[src/rtl/control_fsm.sv]
// Multi-cycle FETCH/DECODE/EXEC/MEM/WB control sequencer with memory-ready timeout and precise exception entry.
// Optional macro CONTROL_FSM_IRQ_EN adds the irq input and interrupt entry at instruction boundaries.
module control_fsm #(
  parameter int MEM_TIMEOUT = 16,
  parameter int CNT_W       = 8
) (
  input  logic       clk,
  input  logic       rst_n,
  input  logic [5:0] op,
  input  logic [5:0] func,
  input  logic [4:0] rt_field,
  input  logic       mem_ready,
`ifdef CONTROL_FSM_IRQ_EN
  input  logic       irq,
`endif
  output logic       mem_req,
  output logic       mem_we,
  output logic [1:0] mem_size,
  output logic       ir_we,
  output logic       pc_we,
  output logic [1:0] pc_src,
  output logic [3:0] alu_op,
  output logic       alu_src,
  output logic [1:0] reg_dst,
  output logic       load_signed,
  output logic       mem_to_reg,
  output logic       reg_we,
  output logic       rfe,
  output logic       epc_we,
  output logic       exc_valid,
  output logic [2:0] exc_code
);

  typedef enum logic [2:0] {
    S_BOOT, S_FETCH, S_DECODE, S_EXEC, S_MEM, S_WB, S_EXC
  } state_t;

  typedef struct packed {
    logic [3:0] alu_op;
    logic       alu_src;
    logic [1:0] reg_dst;
    logic       is_load;
    logic       is_store;
    logic       is_branch;
    logic       is_rfe;
    logic       reg_write;
    logic [1:0] mem_size;
    logic       load_signed;
  } ctrl_t;

  localparam logic [CNT_W-1:0] TMO = CNT_W'(MEM_TIMEOUT);

  state_t           state_q, state_d;
  ctrl_t            ctrl_q, ctrl_d;
  ctrl_t            dec;
  logic [CNT_W-1:0] cnt_q, cnt_d;
  logic [2:0]       exc_code_q, exc_code_d;
  logic             dec_undef, dec_trap;
  logic             irq_take;
  logic             expired;

`ifdef CONTROL_FSM_IRQ_EN
  assign irq_take = irq && (cnt_q == '0);
`else
  assign irq_take = 1'b0;
`endif

  assign expired = (cnt_q == TMO) && !mem_ready;

  // Instruction classification; only sampled into ctrl_q while in DECODE.
  always_comb begin
    dec        = '0;
    dec.alu_op = 4'd1;
    dec_undef  = 1'b0;
    dec_trap   = 1'b0;
    case (op)
      6'b000000: begin
        case (func)
          6'b000000, 6'b000010, 6'b000011, 6'b000100, 6'b000110, 6'b000111,
          6'b100000, 6'b100001, 6'b100010, 6'b100011, 6'b100100, 6'b100101,
          6'b100110, 6'b100111, 6'b101010, 6'b101011: begin
            dec.reg_dst   = 2'b01;
            dec.reg_write = 1'b1;
          end
          6'b001000: dec.is_branch = 1'b1;
          6'b001001: begin
            dec.is_branch = 1'b1;
            dec.reg_dst   = 2'b10;
            dec.reg_write = 1'b1;
          end
          default: dec_undef = 1'b1;
        endcase
      end
      6'b000001: begin
        if (rt_field inside {5'b00000, 5'b00001, 5'b10000, 5'b10001}) begin
          dec.is_branch = 1'b1;
          if (rt_field[4]) begin
            dec.reg_dst   = 2'b10;
            dec.reg_write = 1'b1;
          end
        end else begin
          dec_undef = 1'b1;
        end
      end
      6'b000010, 6'b000100, 6'b000101, 6'b000110, 6'b000111: dec.is_branch = 1'b1;
      6'b000011: begin
        dec.is_branch = 1'b1;
        dec.reg_dst   = 2'b10;
        dec.reg_write = 1'b1;
      end
      6'b001000, 6'b001001, 6'b001010, 6'b001011,
      6'b001100, 6'b001101, 6'b001110, 6'b001111: begin
        dec.alu_op    = {1'b0, op[2:0]} + 4'd1;
        dec.alu_src   = 1'b1;
        dec.reg_write = 1'b1;
      end
      6'b010000: begin
        if (func == 6'b010000) dec.is_rfe = 1'b1;
        else                   dec_undef  = 1'b1;
      end
      6'b010001: dec_trap = 1'b1;
      6'b100000, 6'b100001, 6'b100011, 6'b100100, 6'b100101,
      6'b101000, 6'b101001, 6'b101011: begin
        dec.alu_src     = 1'b1;
        dec.is_load     = !op[3];
        dec.is_store    = op[3];
        // lb/lh sign-extend; lw, lbu, lhu do not.
        dec.load_signed = !op[3] && !op[2] && !op[1];
        case (op[1:0])
          2'b00:   dec.mem_size = 2'b10;
          2'b01:   dec.mem_size = 2'b01;
          default: dec.mem_size = 2'b00;
        endcase
      end
      default: dec_undef = 1'b1;
    endcase
  end

  always_ff @(posedge clk or negedge rst_n) begin
    if (!rst_n) begin
      state_q    <= S_BOOT;
      ctrl_q     <= '0;
      cnt_q      <= '0;
      exc_code_q <= 3'd0;
    end else begin
      state_q    <= state_d;
      ctrl_q     <= ctrl_d;
      cnt_q      <= cnt_d;
      exc_code_q <= exc_code_d;
    end
  end

  // cnt_d defaults to zero so every entry into FETCH or MEM starts a fresh wait count.
  always_comb begin
    state_d     = state_q;
    ctrl_d      = ctrl_q;
    cnt_d       = '0;
    exc_code_d  = exc_code_q;
    mem_req     = 1'b0;
    mem_we      = 1'b0;
    mem_size    = 2'b00;
    ir_we       = 1'b0;
    pc_we       = 1'b0;
    pc_src      = 2'd0;
    alu_op      = 4'd0;
    alu_src     = 1'b0;
    reg_dst     = 2'b00;
    load_signed = 1'b0;
    mem_to_reg  = 1'b0;
    reg_we      = 1'b0;
    rfe         = 1'b0;
    epc_we      = 1'b0;
    exc_valid   = 1'b0;
    exc_code    = 3'd0;
    case (state_q)
      S_BOOT: state_d = S_FETCH;
      S_FETCH: begin
        if (irq_take) begin
          state_d    = S_EXC;
          exc_code_d = 3'd5;
        end else if (mem_ready) begin
          mem_req = 1'b1;
          ir_we   = 1'b1;
          pc_we   = 1'b1;
          state_d = S_DECODE;
        end else if (expired) begin
          state_d    = S_EXC;
          exc_code_d = 3'd3;
        end else begin
          mem_req = 1'b1;
          cnt_d   = cnt_q + CNT_W'(1);
        end
      end
      S_DECODE: begin
        ctrl_d = dec;
        if (dec_undef) begin
          state_d    = S_EXC;
          exc_code_d = 3'd1;
        end else if (dec_trap) begin
          state_d    = S_EXC;
          exc_code_d = 3'd2;
        end else begin
          state_d = S_EXEC;
        end
      end
      S_EXEC: begin
        alu_op  = ctrl_q.alu_op;
        alu_src = ctrl_q.alu_src;
        reg_dst = ctrl_q.reg_dst;
        if (ctrl_q.is_branch) begin
          pc_we  = 1'b1;
          pc_src = 2'd1;
        end
        if (ctrl_q.is_rfe) begin
          rfe    = 1'b1;
          pc_we  = 1'b1;
          pc_src = 2'd3;
        end
        if (ctrl_q.is_load || ctrl_q.is_store) state_d = S_MEM;
        else if (ctrl_q.reg_write)             state_d = S_WB;
        else                                   state_d = S_FETCH;
      end
      S_MEM: begin
        if (mem_ready) begin
          mem_req  = 1'b1;
          mem_we   = ctrl_q.is_store;
          mem_size = ctrl_q.mem_size;
          state_d  = ctrl_q.is_store ? S_FETCH : S_WB;
        end else if (expired) begin
          state_d    = S_EXC;
          exc_code_d = 3'd4;
        end else begin
          mem_req  = 1'b1;
          mem_we   = ctrl_q.is_store;
          mem_size = ctrl_q.mem_size;
          cnt_d    = cnt_q + CNT_W'(1);
        end
      end
      S_WB: begin
        reg_we      = 1'b1;
        mem_to_reg  = ctrl_q.is_load;
        load_signed = ctrl_q.load_signed;
        state_d     = S_FETCH;
      end
      S_EXC: begin
        exc_valid = 1'b1;
        exc_code  = exc_code_q;
        epc_we    = 1'b1;
        pc_we     = 1'b1;
        pc_src    = 2'd2;
        state_d   = S_FETCH;
      end
      default: state_d = S_BOOT;
    endcase
  end

endmodule

[config.mk]
export PLATFORM = sky130hd
export DESIGN_NAME = control_fsm
export DESIGN_NICKNAME = d
export VERILOG_FILES = /design/src/rtl/control_fsm.sv
export SDC_FILE = /design/constraint.sdc
export NUM_CORES = 1
export LEC_CHECK = 0
export CORE_MARGIN = 4
export CORE_UTILIZATION = 55
export DETAILED_ROUTE_END_ITERATION = 12
export HOLD_SLACK_MARGIN = 0.05
export MAX_ROUTING_LAYER = met4
export PLACE_DENSITY_LB_ADDON = 0.08
export SETUP_SLACK_MARGIN = 0.1
export SLEW_MARGIN = 5
export SYNTH_ARGS = -nofsm -noshare
export SYNTH_HDL_FRONTEND = slang
export SYNTH_SLANG_ARGS = --single-unit
[constraint.sdc]
create_clock -name clk -period 4.49 [get_ports clk]
set_input_delay 0.449 -clock clk [delete_from_list [all_inputs] [get_ports clk]]
set_output_delay 0.449 -clock clk [all_outputs]
set_load 0.02 [all_outputs]
* After elaboration in Yosys (flattened, before gate mapping)
Index checks and enable logic that the tools add are counted.
** Word-level totals
- Input port bits :: 20
- Output and inout port bits :: 24
- Logic and storage cells :: 171
- Register bits :: 29
** Operators by class
- Add/sub/neg operators :: 2
- Reduce and logical (&&, ||, !) cells :: 28
- Mux-type cells :: 69
- Eq/ne operators :: 59
** Operators by type and width (number)
- 6-bit equality test, second input constant :: 18
- 6-bit by 4-bit equality test with 1-bit output, second input constant :: 10
- 3-bit two-way mux :: 16
- 6-bit by 3-bit equality test with 1-bit output, second input constant :: 7
- 16-bit OR reduction :: 2
- 1-bit two-way mux :: 30
- 6-bit by 2-bit equality test with 1-bit output, second input constant :: 4
- 8-bit two-way mux :: 3
- 23-bit OR reduction :: 1
- 6-bit by 5-bit equality test with 1-bit output, second input constant :: 3
- 18-bit OR reduction :: 1
- 17-bit OR reduction :: 1
- 2-bit two-way mux :: 8
- 8-bit OR reduction :: 2
- 3-bit case mux with 5 select lines :: 1
- 6-bit zero test :: 2
- 2-bit case mux with 2 select lines :: 3
- 5-bit equality test, second input constant :: 2
- 3-bit equality test, second input constant :: 3
- 1-bit case mux with 3 select lines :: 3
- 3-bit case mux with 3 select lines :: 1
- 9-bit OR reduction :: 1
- 8-bit by 1-bit adder with 8-bit output, second input constant :: 1
- 8-bit by 5-bit equality test with 1-bit output, second input constant :: 1
- other kinds (23) :: 34

* Logic depth before layout (Yosys ltp)
Gate-level depths: netlist of the first run.
- Depth in word-level cells :: 6
- Depth in mapped cells :: 8
- Depth with buffers taken out :: 7

* Least setup slack after synthesis of the first run
OpenSTA, ideal clock, no wires.
- Path kind :: register to output
- Start :: register state_q[2]
- End :: output pc_we
- Buffers on the path :: 0
- Slack :: 2628 ps
- Cell stages (with the launch flop) :: 4
- Data arrival time :: 1413 ps
- Required time :: 4041 ps
- Path through :: dfrtp_1 > nand2b_1 > nor3_1 > or3_1
** Between the ends
- Cells in the longest elaborated chain, start to end :: 2
- Elaborated cells on any way between the ends :: 4
- Those cells by class :: eq/ne: 3; mux: 1
** RTL lines
- start: declaration :: line 53 : state_t state_q, state_d;
- start signal: assignment :: line 146 : state_q <= state_d;
- 3-bit equality test, or another cell as far along :: line 175 : case (state_q)
- 1-bit case mux with 3 select lines (*) :: line 175
- end: declaration :: line 20 : output logic pc_we,
Every way passes the cells marked *; elsewhere a longest branch is shown, timed or not.

* Final worst setup path of the first run
- Start :: register state_q[2]
- End :: output pc_src[1]
** Between the ends
- Cells in the longest elaborated chain, start to end :: 2
- Elaborated cells on any way between the ends :: 3
- Those cells by class :: eq/ne: 2; mux: 1
** RTL lines
- 3-bit equality test / 3-bit by 2-bit equality test with 1-bit output (equally long branches) :: line 175
- 2-bit case mux with 2 select lines (*) :: line 175
- end: declaration :: line 21 : output logic [1:0] pc_src,
Marks and branches as above.

==> impl_metrics.tcl, run 1 <==
set metrics [dict create \
    io_buffers 42 \
    p_seq_frac 0.379 \
    whs_path_depth 2 \
    hold_violations 0 \
    async_reset_ff_frac 1.00 \
    crit_arrival_ps 2570 \
    cts_hold_buf 0 \
    path_class "register to primary output" \
    instances_no_fill 316 \
    hold_slack_ps 457 \
    met3_length_um 327 \
    synth.area.top_cells "dfrtp_1, ha_1, nand2_1, nor2_1, and2_1" \
    routed_wl_mm 4.67 \
    comb_power_share 0.373 \
    antenna_found_initial 0 \
    slowest_stage "clkdlybuf4s50_1" \
    via_count 1851 \
    dieArea_sq_um 4750 \
    fmax_mhz 332 \
    hpwl_mm 3.49 \
    postCtsSetupRepairBufs 0 \
    ios 44 \
    path_clk_slew_ps 60 \
    fill_cells 297 \
    fin_total_pwr_mw 1.14 \
    wl_met1_mm 2.11 \
    status "completed" \
    post_cts_resized 0 \
    initial_core_util 0.589 \
    h-tree-depth 2 \
    cts_buffers 5 \
    dieWidth_um 68.9 \
    first_global_vias 1699 \
    drc 0 \
    antennaDiodeCount 0 \
    grt_max_degree 30 \
    grtUsageTotal 0.224 \
    detail-route-antenna-nets 0 \
    ys_ff_latch 29 \
    cap_violations 0 \
    hold-path-endpoint "ctrl_q[8]$_DFFE_PN0P_" \
    power_frac_clock 0.248 \
    drive_gt1_frac 0.0778 \
    regToRegStartpoint "state_q[1]$_DFF_PN0_" \
    hp-class "register to register" \
    top_layer "met4" \
    period_share 0.672 \
    syn_area_sq_um 2040 \
    ff2ff_setup_slack_ps 2060 \
    cts_tree "done" \
    drtPass1Iterations 4 \
    rsz0062_at_grt "no" \
    clk_path_buf_depth 2 \
    ir_worst_vdd_uv 235 \
    die_y_um 68.9 \
    p_leak_nw 1.07 \
    synth_ff_type "dfrtp_1" \
    p_per_area_nw_per_um2 447 \
    hold_start "ctrl_q[8]$_DFFE_PN0P_" \
    period_minus_slack_ps 3020 \
    synth_edf_count 0 \
    drt_iter0_markers 195 \
    dp_cells 308 \
    wl_met2_mm 2.14 \
    drv_slew 0 \
    root_buffer "clkbuf_8" \
    drt-wirelength-per-cell_um 14.8 \
    crit_family "simple AND/OR/NAND/NOR gates" \
    crit_path_end_kind "primary output" \
    gp_congestion 0.889 \
    critPathMaxStageDelay_ps 590 \
    viasPerCell 5.86 \
    finClkSkew_ps 2.39 \
    cp-start-kind "register" \
    worst_pin_slew_ps 854 \
    setup_viol 0 \
    cp.required_ps 4040 \
    synthDistinctLibCells 54 \
    crit_buf_inv 1 \
    synth.top_cell.area_share 0.355 \
    clock-sinks 29 \
    ys_seq_area_frac 0.355 \
    p_int_mw 0.704 \
    cp_max_fo 13 \
    num_rows 21 \
    grt_overflow 0 \
    path_cells "nand2b_1 -> nor2_1 -> and2_1 -> or2_1 -> clkdlybuf4s50_1" \
    p_sw_mw 0.432 \
    yosysTopAreaCell "dfrtp_1" \
    synth_warnings 0 \
    worstRegToRegCells 4 \
    postSynthAreaPerCell_sq_um 8.84 \
    slew_headroom 0.429 \
    coreArea_sq_um 3470 \
    r2r-end "state_q[0]$_DFF_PN0_" \
    setup_tns_ps 0 \
    swShare 0.380 \
    fin_nets 297 \
    synthCells 231 \
    grt_pass1_wl_mm 7.71 \
    clk_latency_ps 280 \
    syn2layout_area_growth_pct 24.5 \
    syn-num-nets 259 \
]
-- through the flow --
| step | area [sq um] | setup slack (ps) | utilization |
|---|---|---|---|
| finish | 2540 | 1470 | 0.733 |
| global route | 2540 | 1340 | 0.733 |
| CTS | 2540 | 1480 | 0.733 |
| detailed placement | 2430 | 1740 | 0.699 |
| global placement | 2430 | 1760 | 0.699 |
| floorplan | 2040 | 2630 | - |
-- cells in the mapped netlist (6+ instances only) --
cell type,count
buf_4,6
ha_1,8
nor3_1,6
inv_1,8
o21ai_1,11
a21oi_1,6
nand2_1,26
a31oi_1,8
nor2_1,22
dfrtp_1,29
and3_1,9
o31ai_1,7
nand3_1,11
and2_1,11
-- registers in the layout, indices dropped and copies added, names as in the netlist --
register / cells
state_q: 3
cnt_q: 8
ctrl_q: 15
exc_code_q: 3
-- worst max-delay path by stage --
stage                                     from   endpoint  slack (ps)  cells past startpoint
after floorplan           state_q[2]$_DFF_PN0_      pc_we        2630                      3
after global placement               mem_ready     mem_we        1760                      5
after detailed placement             mem_ready     mem_we        1740                      5
after CTS                 state_q[2]$_DFF_PN0_  pc_src[1]        1480                      5
after global routing      state_q[2]$_DFF_PN0_  pc_src[1]        1340                      5
final                     state_q[2]$_DFF_PN0_  pc_src[1]        1470                      5
-- layer usage --
layer,global-route usage,vias to the layer above
met1,0.290,854
li1,-,910
met4,0.0949,0
met3,0.0292,8
met5,-,-
met2,0.354,79
-- cell type report --
cell class | count | area (sq um) | share of cell area
Multi-Input combinational cell | 179 | 1160 | 0.458
Sequential cell | 29 | 726 | 0.285
Timing Repair Buffer | 44 | 435 | 0.171
Clock buffer | 7 | 86.3 | 0.0340
Tap cell | 46 | 57.6 | 0.0226
Inverter | 10 | 42.5 | 0.0167
Clock inverter | 1 | 30.0 | 0.0118
-- kinds of logic (layout without fill, tap and decap cells) --
group                    count (synthesis)  count (layout)  synth area share
flip-flops                              29              29             0.355
AND/OR/NAND/NOR                        110             110             0.294
buffers and inverters                   23              62            0.0741
AO/OA/AOI/OAI                           54              54             0.198
adder cells (fa/ha/maj)                  8               8            0.0490
XOR/XNOR                                 7               7            0.0300
-- worst min-delay path, cell delays in order, from the launching register on --
cell and delay [ps]:
dfrtp_1 330, nand2_1 50, nand2_1 50
-- power groups by stage --
stage,registers [mW],logic [mW],clock network [mW]
global route,0.443,0.470,0.297
detailed placement,0.433,0.423,0
global placement,0.432,0.419,0
finish,0.430,0.423,0.282
floorplan,0.383,0.340,0
CTS,0.428,0.425,0.286
-- cells in the final DEF (no fill, tap or decap), types with 2 or more instances in the layout --
cell type        instances
a21oi_1                  6
nand4_1                  4
o211a_1                  2
and4_1                   3
inv_1                    8
nor4b_2                  2
o21ai_0                  4
ha_1                     8
and3_1                   9
or3b_1                   2
clkbuf_8                 6
nor2b_1                  2
dfrtp_1                 29
o21ai_1                 11
xnor2_1                  2
xor2_1                   5
nor3_1                   6
buf_4                    2
nand3_1                 11
nor2_1                  22
nand2_1                 26
clkdlybuf4s50_1         42
nor4_1                   2
and2_1                  11
o31ai_1                  7
a31oi_1                  8
Power figures use the tool's default switching activity.
==> run 2: changes to the inputs <==
CORE_UTILIZATION = 46   (was 55)
clock period = 2.5 ns   (was 4.49 ns; I/O delays follow)
==> run 2 against run 1 <==
Sequential share of layout area fell by 1.2 points. Non-clock buffer count up 12. Core utilization fell by 9.1 points. First-iteration DRC count shrank 53%. Setup slack got worse by 1200 ps. Critical endpoint is now pc_we. Largest power group is now combinational cells.
==> impl_metrics.tcl, run 2 (synthesis gave the netlist of run 1 again) <==
set metrics [dict create \
    path_cells "nand2b_1 -> buf_4 -> nor3_1 -> or3_1 -> clkdlybuf4s50_1" \
    h-tree-depth 2 \
    cts_tree "done" \
    routed_wl_mm 4.86 \
    p_sw_mw 0.781 \
    drt_iter0_markers 92 \
    slew_headroom 0.662 \
    cp.depth 5 \
    grtUsageTotal 0.197 \
    reg.largest.list "ctrl_q x15, cnt_q x8" \
    fin_nets 309 \
    viasPerCell 5.53 \
    status "completed" \
    detail-route-antenna-nets 0 \
    clk_latency_ps 280 \
    die_y_um 74.6 \
    hold_violations 0 \
    worst_pin_slew_ps 495 \
    antennaDiodeCount 0 \
    clk_path_buf_depth 2 \
    cts_hold_buf 0 \
    p_seq_frac 0.343 \
    top_register "ctrl_q" \
    root_buffer "clkbuf_8" \
    grt_pass1_wl_mm 8.17 \
    drtPass1Iterations 4 \
    cp_max_fo 5 \
    gp_congestion 0.864 \
    drc 0 \
    instances_no_fill 332 \
    regToRegStartpoint "cnt_q[0]$_DFF_PN0_" \
    grt_overflow 0 \
    postPlaceCellArea_sq_um 2520 \
    antenna_found_initial 0 \
    drv_slew 0 \
    cap_violations 0 \
    postCtsSetupRepairBufs 0 \
    rsz0062_at_grt "no" \
    swShare 0.371 \
    syn2layout_area_growth_pct 30.2 \
    initial_core_util 0.493 \
    setup_viol 0 \
    p_leak_nw 1.20 \
    grt_max_degree 30 \
    dp_cells 324 \
    path_class "register to primary output" \
    startpoint "state_q[2]$_DFF_PN0_" \
    via_count 1836 \
    largest_reg_flops 15 \
    worstRegToRegCells 7 \
    setup_tns_ps 0 \
    final_common_cell "clkdlybuf4s50_1" \
    drive_gt1_frac 0.121 \
    setup.worst_path.end "pc_we" \
    p_int_mw 1.32 \
    ios 44 \
    crit_arrival_ps 2000 \
    num_rows 23 \
    drt-wirelength-per-cell_um 14.7 \
    cp-start-kind "register" \
    critPathMaxStageDelay_ps 590 \
    stdcell_area_sq_um 2660 \
    final_cell_mix "clkdlybuf4s50_1, dfrtp_1, nand2_1" \
    ir_worst_vdd_uv 319 \
    crit_family "buffers and inverters" \
    finClkSkew_ps 5.70 \
    path_clk_slew_ps 70 \
    power_frac_clock 0.238 \
    first_global_vias 1772 \
    period_minus_slack_ps 2250 \
    clock-sinks 29 \
    hpwl_mm 3.69 \
    dieArea_sq_um 5570 \
    cp.required_ps 2250 \
    hp-class "input pin to asynchronous set/reset pin" \
    r2r-end "exc_code_q[1]$_DFFE_PN0P_" \
    slowest_stage "clkdlybuf4s50_1" \
    dieWidth_um 74.6 \
    p_per_area_nw_per_um2 791 \
    period_share 0.901 \
    crit_buf_inv 2 \
    coreArea_sq_um 4140 \
    io_buffers 42 \
    fmax_mhz 444 \
    comb_power_share 0.419 \
    cts_buffers 5 \
    crit_path_end_kind "primary output" \
    ff2ff_setup_slack_ps 770 \
]
-- run 2: cell types whose count changed in the layout (fill, tap and decap cells not counted) --
cell and change:
nor2_2 +1, dlymetal6s2s_1 +4, nor4b_2 -1, clkdlybuf4s50_1 -4, nor4b_4 +1, buf_4 +12
nor2_1 -1
-- run 2: metrics by stage --
stage          hold slack (ps)   util  worst slack, ps  total power [mW]
6_report                   362  0.642              248              2.10
5_1_grt                    383  0.642              112              2.26
4_1_cts                    367  0.639              131              2.12
3_5_place_dp               457  0.608              161              1.61
3_3_place_gp               447  0.608              184              1.60
2_1_floorplan            -45.6      -              837              1.30
-- run 2: power groups by stage --
| stage | sequential (mW) | clock, mW | combinational [mW] |
|---|---|---|---|
| final | 0.722 | 0.501 | 0.881 |
| after detailed placement | 0.731 | 0 | 0.875 |
| after global routing | 0.744 | 0.541 | 0.972 |
| after floorplan | 0.687 | 0 | 0.610 |
| after global placement | 0.725 | 0 | 0.872 |
| after CTS | 0.722 | 0.510 | 0.887 |
-- run 2: area by class of cell --
type | instances | area (sq um)
multi-input combinational | 179 | 1180
fill | 365 | 1490
tap | 50 | 62.6
inverter | 10 | 42.5
clock buffer | 7 | 86.3
clock inverter | 1 | 30.0
sequential | 29 | 726
timing repair buffer | 56 | 536
-- run 2: repair_timing --
| item | CTS | global route |
|---|---|---|
| resized for setup | 1 | 5 |
| setup endpoints to repair | 3 | 9 |
| cloned | 0 | 0 |
| endpoints found under the hold margin | 0 | 0 |
-- run 2: metal layers --
metal / vias to the layer above / part of all wire / track usage
met2: 52 / 0.46 / 0.311
met4: 0 / 0.0095 / 0.0692
li1: 930 / - / -
met3: 4 / 0.054 / 0.0441
met1: 850 / 0.47 / 0.250
met5: - / 0 / -
-- run 2: worst min-delay path by stage --
stage                     startpoint                    end  slack [ps]  cells past startpoint
2_1_floorplan                  rst_n     cnt_q[0]$_DFF_PN0_         -50                      0
3_3_place_gp   ctrl_q[8]$_DFFE_PN0P_  ctrl_q[8]$_DFFE_PN0P_         450                      2
3_5_place_dp   ctrl_q[8]$_DFFE_PN0P_  ctrl_q[8]$_DFFE_PN0P_         460                      2
4_1_cts                        rst_n     cnt_q[3]$_DFF_PN0_         370                      2
5_1_grt                        rst_n  ctrl_q[4]$_DFFE_PN0P_         380                      2
6_report                       rst_n     cnt_q[3]$_DFF_PN0_         360                      2
==> RTL edit 1: new RTL, settings of run 2 <==
Build with the macro `CONTROL_FSM_IRQ_EN` defined.
--- a/src/rtl/control_fsm.sv
+++ b/src/rtl/control_fsm.sv
@@ -1,5 +1,7 @@
 // Multi-cycle FETCH/DECODE/EXEC/MEM/WB control sequencer with memory-ready timeout and precise exception entry.
 // Optional macro CONTROL_FSM_IRQ_EN adds the irq input and interrupt entry at instruction boundaries.
+`define CONTROL_FSM_IRQ_EN
+
 module control_fsm #(
   parameter int MEM_TIMEOUT = 16,
   parameter int CNT_W       = 8
Interface: changed (added irq); port bits go from 44 to 45. No check against the original RTL was run, so the function may have changed too.
==> RTL edit 1 against run 2 <==
The run now ends with negative setup slack left. Routed wire length increased by 14%. Total power increased by 13%. Register-to-register slack got worse by 0.89 ns. Final area increased by 10%. Setup slack got worse by 0.47 ns. Sequential cell count unchanged. Sequential share of layout area decreased by 2.6 points. Area after synthesis decreased by 1.9%. Maximum frequency decreased by 17%. Cell count increased by 13%. Sequential power decreased by 3.9%. Largest cell class unchanged. Highest routed layer unchanged.
==> RTL edit 1: results (changes against run 2) <==
met3 Track Usage GR=0.0432 (-0.000816); Mapped Cells=245 (+6.1%); Syn Nets=274 (+5.8%); routed wl met2=2570 um (+14%); status=finished with violations; post-synthesis compound-gate area fraction=0.172 (-0.0261); Layout Cells excl Fill=375 (+13%); register area share after synthesis=0.362 (+0.00688); VDD IR max=0.000458 V (+44%); Commonest cells post-synth=29 x dfrtp_1, 26 x nand2_1, 23 x nor2_1; dpl cells=359 (+11%); routing usage on met1=0.287 (+0.0373); multiplexer area fraction after synthesis=0.0106 (+0.0106); gpl congestion=0.865 (+0.13%); number of port buffers=43 (+2.4%); family with the most delay on the worst path=simple AND/OR/NAND/NOR gates; clock skew=0.00643 ns (+0.000723 ns); Setup-failing EPs final=7 (+7); slack of the critical path=-0.221 ns (-0.469 ns); Initial DRC Count=146 (+59%); layout cells sized above 1=0.231 (+0.110); routed vias/inst=5.55 (+0.40%); max incr delay on CP=0.50 ns (-0.09 ns); Worst Path Arrival=2.47 ns (+0.47 ns); XOR/XNOR Fraction of Synth Area=0.0350 (+0.00495); critical path fanouts, max=2 (-3); number of global-route vias before repair=2,074 (+17%); Total Routing Usage GR=0.223 (+0.0254); Final TNS setup=-0.598 ns (-0.598 ns); HPWL after detailed placement=3980 um (+7.9%); failing checks=negative setup slack; DP Worst Slack=-0.314 ns (-0.475 ns); top cells by area, synth=dfrtp_1 36%, and3_1 5.9%, ha_1 5.0%; Post-DP Area=2700 um^2 (+7.2%); CTS resizes=38 (+37); met3 wire length=281 um (+6.8%)
[RTL edit 1: area by class of cell]
type / count / area, um^2 / area share
Multi-Input combinational cell: 193 / 1240 / 0.424
Tap cell: 50 / 62.6 / 0.0213
Clock buffer: 6 / 82.6 / 0.0281
Sequential cell: 29 / 726 / 0.247
Clock inverter: 2 / 37.5 / 0.0128
Timing Repair Buffer: 85 / 743 / 0.253
Inverter: 10 / 37.5 / 0.0128
[RTL edit 1: path summary, 6_finish.rpt]
| check | slack (ns) | cells after the start | to |
|---|---|---|---|
| max in group asynchronous | 1.87 | 2 | ctrl_q[9] |
| min in group clk | 0.47 | 2 | ctrl_q[12] |
| min reg2reg | 0.47 | 2 | ctrl_q[12] |
| max | -0.22 | 7 | pc_we |
| min | 0.34 | 2 | exc_code_q[2] |
| max reg2reg | -0.12 | 13 | state_q[0] |
[RTL edit 1: report_power, final]
group	switching [uW]	internal, uW
Sequential	95.0	599
Combinational	610	557
Clock	199	324
Total	904	1480
==> RTL edit 2: new RTL, flow settings as in run 2 <==
Made on the original files. Re-encode `state_t` (7 states) as Gray code, 3 bits wide.
--- a/src/rtl/control_fsm.sv
+++ b/src/rtl/control_fsm.sv
@@ -32,7 +32,7 @@
 );
 
   typedef enum logic [2:0] {
-    S_BOOT, S_FETCH, S_DECODE, S_EXEC, S_MEM, S_WB, S_EXC
+    S_BOOT = 3'b000, S_FETCH = 3'b001, S_DECODE = 3'b011, S_EXEC = 3'b010, S_MEM = 3'b110, S_WB = 3'b111, S_EXC = 3'b101
   } state_t;
 
   typedef struct packed {
Check against the original RTL: no difference found for any inputs over 10 cycles, from zero or initial values and one cycle with rst_n low; not proved beyond that.
==> RTL edit 2 against run 2 <==
Setup slack worse by 0.033 ns. First-iteration DRC count increased by 25%. Sequential share of layout area rose by 2.6 points. Routed wire length fell by 16%. Clock power down 25%. Cell count decreased by 6.9%. Sequential cell count unchanged. Count of clock-buffer cells in the layout unchanged. Core utilization grew 0.85 points. Total power down 17%. Final area fell by 8.5%. Maximum frequency is 1.4% lower. Area after synthesis down 10%. Critical path type unchanged. Largest cell class unchanged.
==> RTL edit 2: results (changes against run 2) <==
met3 wire length=199 um (-24%); post-synthesis compound-gate area fraction=0.170 (-0.0277); number of global-route vias before repair=1,626 (-8.2%); DP Worst Slack=0.104 ns (-0.0573 ns); Worst Path Arrival=2.03 ns (+0.03 ns); reg-to-reg critical path startpoint=cnt_q[6]; Reg2Reg Setup Slack=0.61 ns (-0.16 ns); # nets final=289 (-6.5%); top flop regs=ctrl_q x15, cnt_q x8; Reg2Reg Depth=6 (-1); multiplexer area fraction after synthesis=0.00615 (+0.00615); Layout Cells excl Fill=309 (-6.9%); Post-DP Area=2330 um^2 (-7.6%); Ys Warns=0 (unchanged); critical path fanouts, max=6 (+1); top cells by area, synth=dfrtp_1 40%, ha_1 5.5%, nand2_1 4.9%; Routed WL=4090 um (-16%); routed wl met2=1930 um (-15%); metal1 wirelength=1880 um (-18%); ys async rst share=1.00 (unchanged); VDD IR max=0.000267 V (-16%); number of port buffers=42 (unchanged); RR Endpoint=exc_code_q[2]; largest net degree at the start of global routing=30 (unchanged); status=completed; register area share after synthesis=0.396 (+0.0411); Syn Nets=239 (-7.7%); # fillers=355 (-2.7%); Leak=0.00107 uW (-11%); Synth cell types=47 (-13%); routing usage on met1=0.235 (-0.0148); Commonest cells post-synth=29 x dfrtp_1, 24 x nand2_1, 21 x nor2_1; initial antenna violation count=0 (unchanged); Total Routing Usage GR=0.187 (-0.00977); dpl cells=301 (-7.1%); XOR/XNOR Fraction of Synth Area=0.0335 (+0.00347); layout cells sized above 1=0.107 (-0.0133); relative slew slack=0.640 (-0.0220); HPWL after detailed placement=3130 um (-15%); Mapped Cells=211 (-8.7%); clock skew=0.00445 ns (-0.00125 ns); met3 Track Usage GR=0.0327 (-0.0114); Initial DRC Count=115 (+25%); routed vias/inst=5.30 (-4.2%); WHS=0.367 ns (+0.00479 ns); gpl congestion=0.845 (-2.2%); first-pass GRT wire length=7400 um (-9.5%); met2 usage=0.297 (-0.0146); drt first pass iters=4 (unchanged); Max clock buf depth=2 (unchanged); adder-cell share of the synthesized area=0.0547 (+0.00566)
[RTL edit 2: cell count changes in the layout (fill, tap and decap cells not counted), sizes merged, moves of 4 or more]
| cell | run 2 | this run |
|---|---|---|
| a21oi | 6 | 10 |
| a31oi | 8 | 1 |
| buf | 14 | 7 |
| dlygate4sd2 | 0 | 4 |
| o31ai | 7 | 3 |
[RTL edit 2: report_power, final]
| part | leakage, uW | switching [uW] | total (uW) | internal [uW] |
|---|---|---|---|---|
| sequential | 0.000378 | 89.4 | 664 | 575 |
| combinational | 0.000647 | 412 | 713 | 301 |
| clock | 0.0000443 | 161 | 378 | 218 |
| total | 0.00107 | 661 | 1760 | 1090 |
[RTL edit 2: layout make-up]
cell class / count / area (um^2) / share of cell area
Clock buffer: 7 / 86.3 / 0.0355
Inverter: 9 / 33.8 / 0.0139
Multi-Input combinational cell: 167 / 1060 / 0.434
Sequential cell: 29 / 727 / 0.299
Tap cell: 48 / 60.1 / 0.0247
Timing Repair Buffer: 49 / 470 / 0.193
[RTL edit 2: how the worst max path moves through the flow]
stage	from	to	slack, ns	cells past startpoint
final	cnt_q[6]	mem_size[1]	0.22	5
after CTS	cnt_q[6]	mem_size[1]	0.13	5
after global routing	cnt_q[6]	mem_size[1]	0.12	5
after floorplan	op[0]	exc_code_q[2]	0.68	8
after detailed placement	op[0]	exc_code_q[2]	0.10	9
after global placement	op[0]	exc_code_q[2]	0.13	9
[RTL edit 2: repair_timing]
item | in CTS | in global routing
buffers inserted | 1 | 0
pin swaps | 0 | 1
setup endpoints to repair | 4 | 5
gates resized for setup | 5 | 3
[RTL edit 2: worst max-delay path, stage by stage, from the launching register on]
cell	delay [ns]
dfrtp_1	0.40
or4b_4	0.56
nor3_4	0.18
nand2b_4	0.10
and3_1	0.20
dlygate4sd2_1	0.32
